==> config.mk <==
export PLATFORM = sky130hd
export DESIGN_NAME = booth_mult_arbiter_flat
export DESIGN_NICKNAME = d
export VERILOG_FILES = /design/src/rtl/booth_mult_arbiter_if.sv /design/src/rtl/booth_mult_arbiter.sv /design/src/flat_wrapper.sv
export SDC_FILE = /design/constraint.sdc
export NUM_CORES = 1
export LEC_CHECK = 0
export ABC_AREA = 1
export CAP_MARGIN = 20
export CORE_MARGIN = 3
export CORE_UTILIZATION = 40
export CTS_BUF_LIST = sky130_fd_sc_hd__clkbuf_8
export CTS_CLUSTER_DIAMETER = 80
export CTS_CLUSTER_SIZE = 25
export DETAILED_ROUTE_END_ITERATION = 8
export GPL_TIMING_DRIVEN = 0
export PLACE_DENSITY = 0.87
export SYNTH_ARGS = -nofsm -noshare
export SYNTH_HDL_FRONTEND = slang
export SYNTH_SLANG_ARGS = --single-unit
==> constraint.sdc <==
create_clock -name clk -period 5.2 [get_ports clk]
set_input_delay 1.3 -clock clk [delete_from_list [all_inputs] [get_ports clk]]
set_output_delay 1.3 -clock clk [all_outputs]
set_load 0.02 [all_outputs]
==> src/rtl/booth_mult_arbiter_if.sv <==
// booth_mult_arbiter_if: requester, response and shared-multiplier signals of the multiplier arbiter
interface booth_arb_if #(
  parameter int NREQ = 4,
  parameter int IDW  = $clog2(NREQ)
);
  logic [NREQ-1:0]    req_valid;
  logic [NREQ-1:0]    req_ready;
  logic [16*NREQ-1:0] req_a;
  logic [16*NREQ-1:0] req_b;
  logic               rsp_valid;
  logic               rsp_ready;
  logic [IDW-1:0]     rsp_id;
  logic [31:0]        rsp_result;
  logic               rsp_err;
  logic               mul_start;
  logic [15:0]        mul_a;
  logic [15:0]        mul_b;
  logic               mul_done;
  logic [31:0]        mul_result;
  modport slave (
    input  req_valid, req_a, req_b, rsp_ready, mul_done, mul_result,
    output req_ready, rsp_valid, rsp_id, rsp_result, rsp_err, mul_start, mul_a, mul_b
  );
  modport master (
    output req_valid, req_a, req_b, rsp_ready, mul_done, mul_result,
    input  req_ready, rsp_valid, rsp_id, rsp_result, rsp_err, mul_start, mul_a, mul_b
  );
endinterface

==> src/rtl/booth_mult_arbiter.sv <==
// booth_mult_arbiter: round-robin arbiter sharing one iterative multiplier among NREQ requesters
// Define BOOTH_ARB_TIMEOUT_EN to abort WAIT after TIMEOUT cycles with rsp_err=1.
module booth_mult_arbiter #(
  parameter int NREQ    = 4,
  parameter int IDW     = $clog2(NREQ),
  parameter int TIMEOUT = 64
) (
  input  logic      clk,
  input  logic      rst,
  booth_arb_if.slave bus
);
  typedef enum logic [1:0] {IDLE, ISSUE, WAIT, RESP} state_t;
  state_t         r_state, w_next;
  logic [IDW-1:0] r_last, r_id, w_grant;
  logic           w_any, w_timeout;
  logic [15:0]    r_a, r_b;
  logic [31:0]    r_result;
  logic           r_err;
  // Descending scan so the requester closest after r_last is assigned last and wins
  always_comb begin
    w_any   = 1'b0;
    w_grant = '0;
    for (int k = NREQ; k >= 1; k--) begin
      if (bus.req_valid[(int'(r_last) + k) % NREQ]) begin
        w_any   = 1'b1;
        w_grant = IDW'((int'(r_last) + k) % NREQ);
      end
    end
  end
`ifdef BOOTH_ARB_TIMEOUT_EN
  localparam int CW = $clog2(TIMEOUT + 1);
  logic [CW-1:0] r_cnt;
  always_ff @(posedge clk or posedge rst)
    if (rst) r_cnt <= '0;
    else     r_cnt <= (r_state == WAIT) ? r_cnt + 1'b1 : '0;
  assign w_timeout = (r_state == WAIT) && !bus.mul_done && (r_cnt == CW'(TIMEOUT - 1));
`else
  assign w_timeout = 1'b0;
`endif
  always_comb begin
    w_next = r_state;
    case (r_state)
      IDLE:    w_next = w_any ? ISSUE : IDLE;
      ISSUE:   w_next = WAIT;
      WAIT:    w_next = (bus.mul_done || w_timeout) ? RESP : WAIT;
      RESP:    w_next = bus.rsp_ready ? IDLE : RESP;
      default: w_next = IDLE;
    endcase
  end
  always_ff @(posedge clk or posedge rst) begin
    if (rst) begin
      r_state  <= IDLE;
      r_last   <= IDW'(NREQ - 1);
      r_id     <= '0;
      r_a      <= '0;
      r_b      <= '0;
      r_result <= '0;
      r_err    <= 1'b0;
    end else begin
      r_state <= w_next;
      if (r_state == IDLE && w_any) begin
        r_id <= w_grant;
        r_a  <= bus.req_a[w_grant*16 +: 16];
        r_b  <= bus.req_b[w_grant*16 +: 16];
      end
      if (r_state == WAIT && bus.mul_done) begin
        r_result <= bus.mul_result;
        r_err    <= 1'b0;
      end else if (w_timeout) begin
        r_result <= '0;
        r_err    <= 1'b1;
      end
      if (r_state == RESP && bus.rsp_ready) r_last <= r_id;
    end
  end
  // req_ready is gated by rst so it reads 0 while reset is held, not just after
  assign bus.req_ready  = (r_state == IDLE && w_any && !rst) ? NREQ'(1) << w_grant : '0;
  assign bus.mul_start  = (r_state == ISSUE);
  assign bus.mul_a      = r_a;
  assign bus.mul_b      = r_b;
  assign bus.rsp_valid  = (r_state == RESP);
  assign bus.rsp_id     = r_id;
  assign bus.rsp_result = r_result;
  assign bus.rsp_err    = r_err;
endmodule

==> src/flat_wrapper.sv <==
// flat-port wrapper written by rule: the top's interface ports become plain ports
module booth_mult_arbiter_flat 
#(
  parameter int NREQ    = 4,
  parameter int IDW     = $clog2(NREQ),
  parameter int TIMEOUT = 64
)
  (clk, rst, bus_req_valid, bus_req_a, bus_req_b, bus_rsp_ready, bus_mul_done, bus_mul_result, bus_req_ready, bus_rsp_valid, bus_rsp_id, bus_rsp_result, bus_rsp_err, bus_mul_start, bus_mul_a, bus_mul_b);
  booth_arb_if #(.NREQ(NREQ), .IDW(IDW)) bus_i ();
  input  logic clk;
  input  logic rst;
  input wire logic [$bits(bus_i.req_valid)-1:0] bus_req_valid;
  input wire logic [$bits(bus_i.req_a)-1:0] bus_req_a;
  input wire logic [$bits(bus_i.req_b)-1:0] bus_req_b;
  input wire logic [$bits(bus_i.rsp_ready)-1:0] bus_rsp_ready;
  input wire logic [$bits(bus_i.mul_done)-1:0] bus_mul_done;
  input wire logic [$bits(bus_i.mul_result)-1:0] bus_mul_result;
  output wire logic [$bits(bus_i.req_ready)-1:0] bus_req_ready;
  output wire logic [$bits(bus_i.rsp_valid)-1:0] bus_rsp_valid;
  output wire logic [$bits(bus_i.rsp_id)-1:0] bus_rsp_id;
  output wire logic [$bits(bus_i.rsp_result)-1:0] bus_rsp_result;
  output wire logic [$bits(bus_i.rsp_err)-1:0] bus_rsp_err;
  output wire logic [$bits(bus_i.mul_start)-1:0] bus_mul_start;
  output wire logic [$bits(bus_i.mul_a)-1:0] bus_mul_a;
  output wire logic [$bits(bus_i.mul_b)-1:0] bus_mul_b;
  assign bus_i.req_valid = bus_req_valid;
  assign bus_i.req_a = bus_req_a;
  assign bus_i.req_b = bus_req_b;
  assign bus_i.rsp_ready = bus_rsp_ready;
  assign bus_i.mul_done = bus_mul_done;
  assign bus_i.mul_result = bus_mul_result;
  assign bus_req_ready = bus_i.req_ready;
  assign bus_rsp_valid = bus_i.rsp_valid;
  assign bus_rsp_id = bus_i.rsp_id;
  assign bus_rsp_result = bus_i.rsp_result;
  assign bus_rsp_err = bus_i.rsp_err;
  assign bus_mul_start = bus_i.mul_start;
  assign bus_mul_a = bus_i.mul_a;
  assign bus_mul_b = bus_i.mul_b;
  booth_mult_arbiter #(.NREQ(NREQ), .IDW(IDW), .TIMEOUT(TIMEOUT)) u_core (.clk(clk), .rst(rst), .bus(bus_i));
endmodule
==> flow_summary.ini <==
[run_status]
status = completed

[grt]
antenna_found_initial = 0
grt_pass1_wl_mm = 23.3
grt_overflow = 0
grt_pass1_vias = 4803
grtUsageTotal = 0.247
grt_max_degree = 72

[finish]
syn_to_final_growth_pct = 63.4
layout-drive-gt1-share = 0.0978
finalNonFillerCells = 1026
final_core_util = 0.681
n_fill_cell = 920
design_area_sq_um = 7120
antennaDiodeCount = 0
nets = 1053

[yosys]
synth_area_sq_um = 4360
synth-edff-count = 0
yosys_most_used_dff = dfrtp_1
yosysSeqAreaShare = 0.403
ys_warn_count = 0
synth_area_per_cell_sq_um = 6.87
ys_types = 22
yosysTopAreaCell = dfrtp_1
synth_area_leaders = dfrtp_1 (39%), nand2_1 (25%), nand3_1 (12%), mux2_2 (8.3%), inv_1 (6.4%)
postSynthNetCount = 802
ys_top_cells_by_count = nand2_1 (291), nand3_1 (101), inv_1 (74)
synth.top_cell.area_share = 0.391
synthArstFlopShare = 1.00
syn_inst = 634
synth_most_common_cell = nand2_1
ys_ff_latch = 70

[die]
start_util = 0.416
fp.dieH_um = 110
boundaryPins = 241
die_area_sq_um = 12200
rows = 37
core_region_area_sq_um = 10500
die_w_um = 110

[sta]
layout_min_cycle_time_ns = 4.93
setup_viol = 0
tightestPinTransition_ns = 0.547
finClkSkew_ns = 0.0118
max-slew-margin-rel = 0.635
timing.fmax_mhz = 203
finalMaxSlewViolations = 0
rsz0062_at_grt = false
hold_viol_final = 0
setup_ws_ns = 0.272
setup_tns_ns = 0
finalCritPeriodShare = 0.948

[clocking]
cts_inserted_buffers = 9
cts_htree_levels = 3
clkLatencyLatePin_ns = 0.34
root_buffer = clkbuf_8
clockBufferDepth = 2
cts_hold_buf = 0
clk_pin_slew_ns = 0.08
cts_sinks = 70
tritoncts = built

[route]
firstDrtPassIters = 5
vias_per_cell = 4.81
ant_nets = 0
drc = 0
routedWlPerCell_um = 15.1
dr_total_vias = 4930
detail_route.iter0.violations = 213
drt-total-wl_mm = 15.5

[pwr]
vdd_ir_drop_max_mv = 0.302
p_leak_nw = 3.69
power_density_nw_per_um2 = 662

[placement]
postPlaceCellArea_sq_um = 6950
place_inst = 1010
pre_cts_ws_ns = 0.128
gp_congestion = 0.835
io_buffers = 239
place_hpwl_mm = 11.9

[hold_path]
hp-class = reg2reg

[setup_path]
cp_cell_sequence = clkdlybuf4s50_1 > inv_1 > o21ai_1 > nand2_1 > a21boi_1 > nand2_1 > nand2_2 > inv_2 > buf_2 > nor3_1 > clkdlybuf4s50_1
crit_path_max_fanout = 10
cp.required_ns = 3.90
cp.arrival_ns = 3.63
path_delay_family = buffers and inverters
crit_buf_inv = 5
critPathKind = in2out
worst_setup_path_end_kind = output port
cp-start-kind = input pin
cpMaxStageDelayCell = clkdlybuf4s50_1
critPathMaxStageDelay_ns = 0.66

[job]
drv_cap = 0
==> power breakdown <==
part / leakage, nW / total, mW / switching, mW / internal [mW]
Clock: 0.0866 / 0.387 / 0.217 / 0.171
Sequential: 0.849 / 0.969 / 0.148 / 0.820
Combinational: 2.75 / 3.36 / 1.97 / 1.39
==> path summary, 6_finish.rpt <==
check                                                        to                             from  slack [ns]  cells after the start
max in group asynchronous          u_core.r_last[1]$_DFFE_PP1P_                              rst        3.49                      3
worst min register to register  u_core.bus.mul_b[3]$_DFFE_PP0P_  u_core.bus.mul_b[3]$_DFFE_PP0P_        0.48                      2
min in group asynchronous       u_core.bus.mul_a[3]$_DFFE_PP0P_                              rst        1.37                      3
worst min-delay path            u_core.bus.mul_b[3]$_DFFE_PP0P_  u_core.bus.mul_b[3]$_DFFE_PP0P_        0.48                      2
worst max-delay path                           bus_req_ready[2]                 bus_req_valid[3]        0.27                     11
worst max register to register  u_core.bus.mul_a[8]$_DFFE_PP0P_     u_core.r_last[0]$_DFFE_PP1P_        2.91                     13
==> stage by stage <==
step	total power, mW	hold WS, ns
5_1_grt	5.14	0.504
3_5_place_dp	4.34	0.467
2_1_floorplan	3.11	0.499
6_report	4.71	0.484
3_3_place_gp	4.26	0.462
4_1_cts	4.74	0.487
==> logic make-up after synthesis <==
| kind of cell | share of synthesized area |
|---|---|
| flip-flops | 0.403 |
| AND/OR/NAND/NOR | 0.377 |
| other | 0.000861 |
| multiplexers | 0.0827 |
| AO/OA/AOI/OAI | 0.0138 |
| buffers and inverters | 0.123 |
==> final cells by class <==
type	instances	area, sq um	area share
clock inverter	7	42.5	0.00597
multi-input combinational	446	2070	0.290
sequential	70	1750	0.246
timing repair buffer	240	2420	0.341
clock buffer	9	124	0.0174
tap	136	170	0.0239
buffer	39	236	0.0332
inverter	79	302	0.0423
==> cell usage in the layout (no fill, tap or decap), drive strengths merged, types with 3 or more instances in the layout <==
cell type	netlist	routed
mux2	32	32
inv	79	81
dfrtp	68	68
nor2	5	5
clkinv	0	3
buf	33	34
nor3	4	4
clkdlybuf4s50	0	237
nand2	292	292
nand3	101	101
o21ai	6	6
a21oi	3	3
clkbuf	6	15
==> worst register-to-register path: cells and delay by family (launching register included) <==
family,cells,cell delay [ns]
compound gates,1,0.24
buf+inv,4,0.74
flops,1,0.52
simple gates,8,0.66
==> registers in the layout, summed over array words and instances, names as in the netlist <==
name,count
u_core.r_last,2
u_core.bus.mul_b,16
u_core.bus.rsp_id,2
u_core.r_state,2
u_core.bus.rsp_result,32
u_core.bus.mul_a,16
==> routing by layer <==
metal / vias to the layer above / wire length, um / part of all wire / global-route usage
met5: - / 0 / 0 / 0
met4: 0 / 337 / 0.022 / 0.0871
met3: 26 / 1040 / 0.067 / 0.0443
met2: 202 / 7960 / 0.51 / 0.432
met1: 2252 / 6120 / 0.40 / 0.305
li1: 2450 / - / - / -
==> what timing repair did <==
item,4_1_cts,5_1_grt
buffers inserted,0,0
resized for setup,0,2
endpoints found under the setup margin,0,2
Power figures use the tool's default switching activity.
